### config.mk
export PLATFORM = sky130hd
export DESIGN_NAME = wr_cmd_queue
export DESIGN_NICKNAME = d
export VERILOG_FILES = /design/src/rtl/wr_cmd_queue.sv
export SDC_FILE = /design/constraint.sdc
export NUM_CORES = 1
export LEC_CHECK = 0
export ABC_AREA = 1
export ABC_CLOCK_PERIOD_IN_PS = 2500
export BUFFER_PORTS_ARGS = -buffer_cell sky130_fd_sc_hd__buf_2
export CAP_MARGIN = 10
export CORE_MARGIN = 2
export CORE_UTILIZATION = 58
export CTS_CLUSTER_SIZE = 12
export DETAILED_ROUTE_END_ITERATION = 16
export PLACE_DENSITY_LB_ADDON = 0.05
export SYNTH_ARGS = -nofsm -noshare
export SYNTH_HDL_FRONTEND = slang
export SYNTH_SLANG_ARGS = --single-unit
### constraint.sdc
create_clock -name clk -period 2.5 [get_ports clk]
set_input_delay 0.375 -clock clk [delete_from_list [all_inputs] [get_ports clk]]
set_output_delay 0.375 -clock clk [all_outputs]
set_load 0.005 [all_outputs]
### src/rtl/wr_cmd_queue.sv
// Write-command queue: a FIFO of CPU write commands, each issued to the write controller
// through a one-cycle strobe, with an acknowledge timeout that sets a sticky error flag.
// Optional macro WR_CMD_QUEUE_STATS_EN adds saturating issue and timeout counters.
module wr_cmd_queue #(
  parameter int unsigned DEPTH       = 4,
  parameter int unsigned ACK_TIMEOUT = 16
) (
  input  logic                     clk,
  input  logic                     rst_n,
  input  logic                     i_cmd_valid,
  output logic                     o_cmd_ready,
  input  logic [1:0]               i_cim_sel,
  input  logic                     i_bank_sel,
  input  logic [7:0]               i_row,
  input  logic [10:0]              i_inbuffer_adr,
  input  logic                     i_flush,
  input  logic                     i_err_clr,
  output logic                     o_rw_n,
  output logic                     o_rq_n,
  output logic [1:0]               o_cim_sel,
  output logic                     o_bank_sel,
  output logic [7:0]               o_row,
  output logic [10:0]              o_inbuffer_adr,
  input  logic                     i_wr_busy,
  output logic [$clog2(DEPTH):0]   o_level,
  output logic                     o_err,
  output logic                     o_idle
`ifdef WR_CMD_QUEUE_STATS_EN
  ,
  output logic [15:0]              o_issue_cnt,
  output logic [7:0]               o_timeout_cnt
`endif
);

  localparam int unsigned AW = $clog2(DEPTH);
  localparam int unsigned LW = AW + 1;
  localparam int unsigned TW = $clog2(ACK_TIMEOUT);

  typedef enum logic [1:0] {IDLE, ISSUE, WAIT_ACK, WAIT_DONE} state_t;

  state_t          state_q, state_d;
  logic [21:0]     mem_q [DEPTH];
  logic [AW-1:0]   wr_ptr_q, wr_ptr_d, rd_ptr_q, rd_ptr_d;
  logic [LW-1:0]   level_q, level_d;
  logic [TW-1:0]   timer_q, timer_d;
  logic [21:0]     cmd_q, cmd_d;
  logic            strobe_q, strobe_d;
  logic            err_q, err_d;
  logic            push, pop, timeout;
  logic [21:0]     cmd_in;

  assign cmd_in      = {i_cim_sel, i_bank_sel, i_row, i_inbuffer_adr};
  assign o_cmd_ready = (level_q != LW'(DEPTH));
  assign o_idle      = (state_q == IDLE) && (level_q == '0);
  assign o_rw_n      = strobe_q;
  assign o_rq_n      = strobe_q;
  assign {o_cim_sel, o_bank_sel, o_row, o_inbuffer_adr} = cmd_q;
  assign o_level     = level_q;
  assign o_err       = err_q;

  always_comb begin
    state_d  = state_q;
    timer_d  = timer_q;
    cmd_d    = cmd_q;
    strobe_d = 1'b0;
    pop      = 1'b0;
    timeout  = 1'b0;
    push     = i_cmd_valid && o_cmd_ready && !i_flush;

    unique case (state_q)
      IDLE: begin
        // A flush in the same cycle wins: nothing queued may become in-flight.
        if (level_q != '0 && !i_flush) begin
          pop      = 1'b1;
          cmd_d    = mem_q[rd_ptr_q];
          strobe_d = 1'b1;
          state_d  = ISSUE;
        end
      end
      ISSUE: begin
        timer_d = '0;
        state_d = WAIT_ACK;
      end
      WAIT_ACK: begin
        if (i_wr_busy) begin
          timer_d = '0;
          state_d = WAIT_DONE;
        end else if (timer_q == TW'(ACK_TIMEOUT - 1)) begin
          timeout = 1'b1;
          timer_d = '0;
          state_d = IDLE;
        end else begin
          timer_d = timer_q + TW'(1);
        end
      end
      WAIT_DONE: begin
        if (!i_wr_busy) state_d = IDLE;
      end
      default: state_d = IDLE;
    endcase

    err_d = err_q;
    if (timeout)        err_d = 1'b1;
    else if (i_err_clr) err_d = 1'b0;

    if (i_flush) begin
      wr_ptr_d = '0;
      rd_ptr_d = '0;
      level_d  = '0;
    end else begin
      wr_ptr_d = push ? wr_ptr_q + AW'(1) : wr_ptr_q;
      rd_ptr_d = pop  ? rd_ptr_q + AW'(1) : rd_ptr_q;
      level_d  = level_q + {{(LW-1){1'b0}}, push} - {{(LW-1){1'b0}}, pop};
    end
  end

  always_ff @(posedge clk) begin
    if (push) mem_q[wr_ptr_q] <= cmd_in;
  end

  always_ff @(posedge clk) begin
    if (!rst_n) begin
      state_q  <= IDLE;
      wr_ptr_q <= '0;
      rd_ptr_q <= '0;
      level_q  <= '0;
      timer_q  <= '0;
      cmd_q    <= '0;
      strobe_q <= 1'b0;
      err_q    <= 1'b0;
    end else begin
      state_q  <= state_d;
      wr_ptr_q <= wr_ptr_d;
      rd_ptr_q <= rd_ptr_d;
      level_q  <= level_d;
      timer_q  <= timer_d;
      cmd_q    <= cmd_d;
      strobe_q <= strobe_d;
      err_q    <= err_d;
    end
  end

`ifdef WR_CMD_QUEUE_STATS_EN
  logic [15:0] issue_cnt_q, issue_cnt_d;
  logic [7:0]  timeout_cnt_q, timeout_cnt_d;

  always_comb begin
    issue_cnt_d   = (pop && issue_cnt_q != '1) ? issue_cnt_q + 16'd1 : issue_cnt_q;
    timeout_cnt_d = (timeout && timeout_cnt_q != '1) ? timeout_cnt_q + 8'd1 : timeout_cnt_q;
  end

  always_ff @(posedge clk) begin
    if (!rst_n) begin
      issue_cnt_q   <= '0;
      timeout_cnt_q <= '0;
    end else begin
      issue_cnt_q   <= issue_cnt_d;
      timeout_cnt_q <= timeout_cnt_d;
    end
  end

  assign o_issue_cnt   = issue_cnt_q;
  assign o_timeout_cnt = timeout_cnt_q;
`endif

endmodule

Yosys cells after proc, flatten, opt, wreduce, memory -nomap -nowiden
Memories as Yosys holds them, arrays and structs flattened. A register that Yosys moved wholly into a read port is not among the register bits.
Cells that the tools add are included.
Widths: inputs -> output; s select.
{"block": "word_totals", "out_inout_bits": 30, "inputBits": 28, "memories": 1, "mem_bits_ro": 0, "latch_bits": 0, "word_cells": 53, "reg_bits": 15, "ram_bits": 88}
{"block": "classes", "div": 0, "mul": 0, "mux": 17, "n_reduce_logical": 14, "bitwise_logic": 1, "shifts": 0, "magnitude_cmp": 0, "n_addsub": 5, "eq_ne": 8}
{"memory": "mem_q", "depth": 4, "word_bits": 22, "rd": 1, "rd_clocked_by_memory_dff": 1, "wr": 1, "line": "42", "rtl": "logic [21:0] mem_q [DEPTH];"}
{"cell": "$mux 1", "n": 9}
{"cell": "$mux 2", "n": 4}
{"cell": "$mux 4", "n": 2}
{"cell": "$pmux 2 s4", "n": 1}
{"cell": "$pmux 4 s2", "n": 1}
{"cell": "$ne 3x3->1 const B", "n": 2}
{"cell": "$add 2x1->2 const B", "n": 2}
{"cell": "$add 4x1->4 const B", "n": 1}
{"cell": "$eq 2x2->1 const B", "n": 2}
{"cell": "$eq 4x4->1 const B", "n": 1}
{"cell": "$logic_and 1x1->1", "n": 4}
{"cell": "$reduce_bool 2->1", "n": 2}
{"cell": "$add 3x1->3", "n": 1}
{"cell": "$logic_not 3->1", "n": 1}
{"cell": "$reduce_and 3->1", "n": 1}
{"cell": "$reduce_bool 3->1", "n": 1}
{"cell": "$sub 3x1->3", "n": 1}
{"cell": "$eq 2x1->1 const B", "n": 1}
{"cell": "$logic_not 1->1", "n": 2}
{"cell": "$logic_not 2->1", "n": 1}
{"cell": "$ne 2x1->1 const B", "n": 1}
{"cell": "$ne 2x2->1 const B", "n": 1}
{"cell": "$reduce_and 2->1", "n": 1}
{"cell": "$reduce_or 2->1", "n": 1}
{"cell": "$not 1->1", "n": 1}

Longest topological paths before layout
{"block": "logic_depth", "depth_word": 5, "depth_mapped": 12, "ltp_nobuf": 11}

Worst setup path after synthesis
No wires, ideal clock.
{"block": "synth_path", "path_type": "register -> register", "from": "register state_q[1]", "to": "register level_q[2] (netlist: o_level[2])", "path_stages_with_launch": 13, "t_arrival_ps": 2184, "n_path_buf": 1, "setup_ps": 70, "period_less_slack_ps": 2253, "path_slack_ps": 247, "t_required_ps": 2430, "path_cell_list": "dfxtp_1 > inv_1 > ha_1 > inv_1 > nor2_8 > buf_6 > ha_1 > inv_1 > ha_1 > inv_1 > fa_1 > or2_2 > a21oi_1"}
{"block": "synth_via", "elab_chain_cells": 3}
{"item": "start, declared", "line": "41", "rtl": "state_t state_q, state_d;"}
{"item": "start signal, assigned", "line": "132", "rtl": "state_q <= state_d;"}
{"item": "$logic_not 2->1", "line": "70", "rtl": "unique case (state_q)"}
{"item": "$mux 1", "line": "70"}
{"item": "via pop", "line": "49", "rtl": "logic push, pop, timeout;"}
{"item": "$sub 3x1->3", "line": "113", "rtl": "level_d = level_q + {{(LW-1){1'b0}}, push} - {{(LW-1){1'b0}}, pop};"}
{"item": "end signal, assigned", "line": "135", "rtl": "level_q <= level_d;"}
{"item": "end, declared", "line": "44", "rtl": "logic [LW-1:0] level_q, level_d;"}
The timed path passes the listed nets, and every way through them passes these cells.
A chain may end at the register's enable or synchronous reset.

Worst setup path in the final report
{"block": "layout_path", "from": "register state_q[1]", "to": "register level_q[2] (netlist: o_level[2])"}
{"block": "layout_via", "elab_chain_cells": 3}
{"item": "$logic_not 2->1", "line": "70"}
{"item": "$mux 1", "line": "70"}
{"item": "$sub 3x1->3", "line": "113"}
No other way between the ends.

==> metrics <==
Via density 5.26; commonest cells after routing, fill and taps aside nand2_1, edfxtp_1, nor2_1; ys async rst share 0%; period utilisation layout 91.0%; initial core utilization 59.2%; CP Max Fanout 4; setup repair after global routing missed its margin no; Reg2Reg Depth 11; largest stage delay on the critical path 0.38 ns; R2R Path End o_level[2]$_SDFF_PP0_; Hold WC Path Type in2reg; Iter 0 DRT Violations 206; M2 GR Usage roughly two fifths; Skew-Pair Late Insertion Delay 0.51 ns; Root Driver clkbuf_8; routed len/inst 15.7 um; CP Class reg2reg; CP arrival ~2.7 ns; Total GRT Usage 22.5%; cell row count 34; met3 usage under 10%; Max Fclk ~440 MHz; total gr overflow 0; area of the core roughly 8600 um^2; CTS Buffer Depth 2; Final min period 2.27 ns; Critical R2R Launch state_q[1]$_SDFFE_PN0P_; initial antenna violation count 0; clock sinks 125; # Max-Cap Violations 0; grt peak-use layer met2; Final ANT Viol Nets 0; Mapped Area a little over 5000 um^2; crit path launch type flop; CTS tree yes; fraction of layout cells with a size suffix above 1 23.0%; clock slew at reported path FFs 0.06 ns; FF-to-FF setup slack 0.23 ns; Crit path top cell by count inv_1; total wire length 10300 um; Max VDD drop 0.531 mV; CTS Buf Count 17; Post-CTS Resized 0; switching fraction of total power 23.6%; Layout area overhead 18.6%; status complete, no violations; Clock H-tree levels 4; Clock power frac 46.6%; commonest non-fill, non-tap cell in the layout nand2_1; hold_sp i_row[7]; full die area 9530 um^2; Critical Path RT 2.95 ns; Sum Neg Setup Slack 0 ns; final setup violation count 0; Port Buf Inserts 57; Gate Count Post-Synth about 470; worst hold endpoint mem_q[3][18]$_DFFE_PP_; Vias 3448; clock skew 0.00789 ns; die width 97.6 um; Mapped Nets 508; # diodes 0; CTS hold repair buffers 0; Max-Slew Margin vs Limit 40.6%; Hold Crit Depth 1; vias in the first global route 3351; EDFF count, synth 88; FF+latch count, synth between 100 and 150; Design Power 0.00530 W; max-slew violation count 0; post-CTS setup buffer count 0; CP max stage cell fa_1; fin nets 574; sequential share of the synthesized area 66.5%; met1 Track Usage GR about 28%; syn avg cell area roughly 11 um^2; Critical Path End Type flop; combinational share of power 9.0%; power density over the cells approximately 880 nW/um^2; largest net degree at the start of global routing 47; CP Buf/Inv Count 4; Synth warnings 0; Main synth FF type edfxtp_1; 1st-pass router iterations 4; DIE HEIGHT 97.6 um; Lkg Pwr 2.52 nW; DRC violations left 0; sequential share of power 44.4%; CP cell instances inv_1 > ha_1 > inv_1 > nor2_8 > ha_1 > inv_1 > ha_1 > inv_1 > fa_1 > or2_2 > a21oi_1; count of cell types in the netlist 28; placer congestion estimate 0.770; io pins 58; Final Hold Fails 0; Power Internal 0.00405 W; global-route wire length before repair 16400 um; Net Switching ~0.0013 W; Top delay family on crit path adder cells; Worst-Margin Slew 0.890 ns; HPWL after detailed placement 5860 um; filler instances 642
## state kept, by name, summed over array words and instances, names as in the netlist
name      cells
o_rq_n        1
o_level       3
cmd_q        22
state_q       2
timer_q       4
wr_ptr_q      2
mem_q        88
rd_ptr_q      2
o_err         1
## worst max path at each step
stage / start / end / depth (start not counted)
6_report: state_q[1]$_SDFFE_PN0P_ / o_level[2]$_SDFF_PP0_ / 11
3_3_place_gp: state_q[1]$_SDFFE_PN0P_ / o_level[2]$_SDFF_PP0_ / 11
4_1_cts: state_q[1]$_SDFFE_PN0P_ / o_level[2]$_SDFF_PP0_ / 11
3_5_place_dp: state_q[1]$_SDFFE_PN0P_ / o_level[2]$_SDFF_PP0_ / 11
5_1_grt: state_q[1]$_SDFFE_PN0P_ / o_level[2]$_SDFF_PP0_ / 11
2_1_floorplan: state_q[1]$_SDFFE_PN0P_ / o_level[2]$_SDFF_PP0_ / 12
## final cells by class
type	instances	area, um^2	share of cell area, %
clock buffer	21	482	7.99
clock inverter	11	126	2.10
inverter	23	96.3	1.60
multi-input combinational	300	1450	24.0
sequential	125	3380	56.1
tap	108	135	2.24
timing repair buffer	67	360	5.98
## metrics by stage
| step | cells | worst slack [ns] | hold WS (ns) | area (um^2) | util [%] |
|---|---|---|---|---|---|
| after detailed placement | 623 | 0.240 | 0.457 | 5420 | 63.1 |
| after global placement | 623 | 0.339 | 0.458 | 5420 | 63.1 |
| final | 655 | 0.226 | 0.0719 | 6030 | 70.2 |
| after global routing | 655 | 0.102 | 0.0583 | 6030 | 70.2 |
| after floorplan | 468 | 0.247 | 0.428 | 5080 | - |
| after CTS | 655 | 0.223 | 0.0608 | 6030 | 70.2 |
## logic make-up after synthesis
| logic type | Yosys count | synth area share (%) |
|---|---|---|
| xor gates and xnor gates | 1 | 0.172 |
| adders and majority gates | 12 | 3.10 |
| AOI/OAI and AO/OA | 85 | 8.56 |
| DFF | 125 | 66.5 |
| buffers and inverters | 43 | 5.24 |
| and+or+nand+nor | 202 | 16.4 |
## routing by layer
metal	vias to the layer above	part of all wire [%]
li1	1700	-
met1	1620	44
met2	112	49
met3	16	5.0
met4	0	1.4
met5	-	0
## power by group through the flow
stage | Sequential [W] | Clock (W) | Combinational (W)
floorplan | 0.00239 | 0 | 0.000320
global placement | 0.00239 | 0 | 0.000455
detailed placement | 0.00240 | 0 | 0.000476
CTS | 0.00235 | 0.00249 | 0.000482
global route | 0.00236 | 0.00259 | 0.000547
finish | 0.00235 | 0.00247 | 0.000477
## cell usage after synthesis (all sizes together) (2+ instances only)
| master | count | area (um^2) |
|---|---|---|
| a21oi | 11 | 55.1 |
| nand3 | 4 | 20.0 |
| buf | 18 | 163 |
| edfxtp | 88 | 2640 |
| inv | 23 | 96.3 |
| o21ai | 73 | 373 |
| ha | 11 | 138 |
| nand2 | 107 | 412 |
| nor2 | 87 | 380 |
| dfxtp | 37 | 741 |
| clkbuf | 2 | 7.51 |
| nor3 | 3 | 15.0 |
Note: power is estimated with default switching activity, not from simulation.
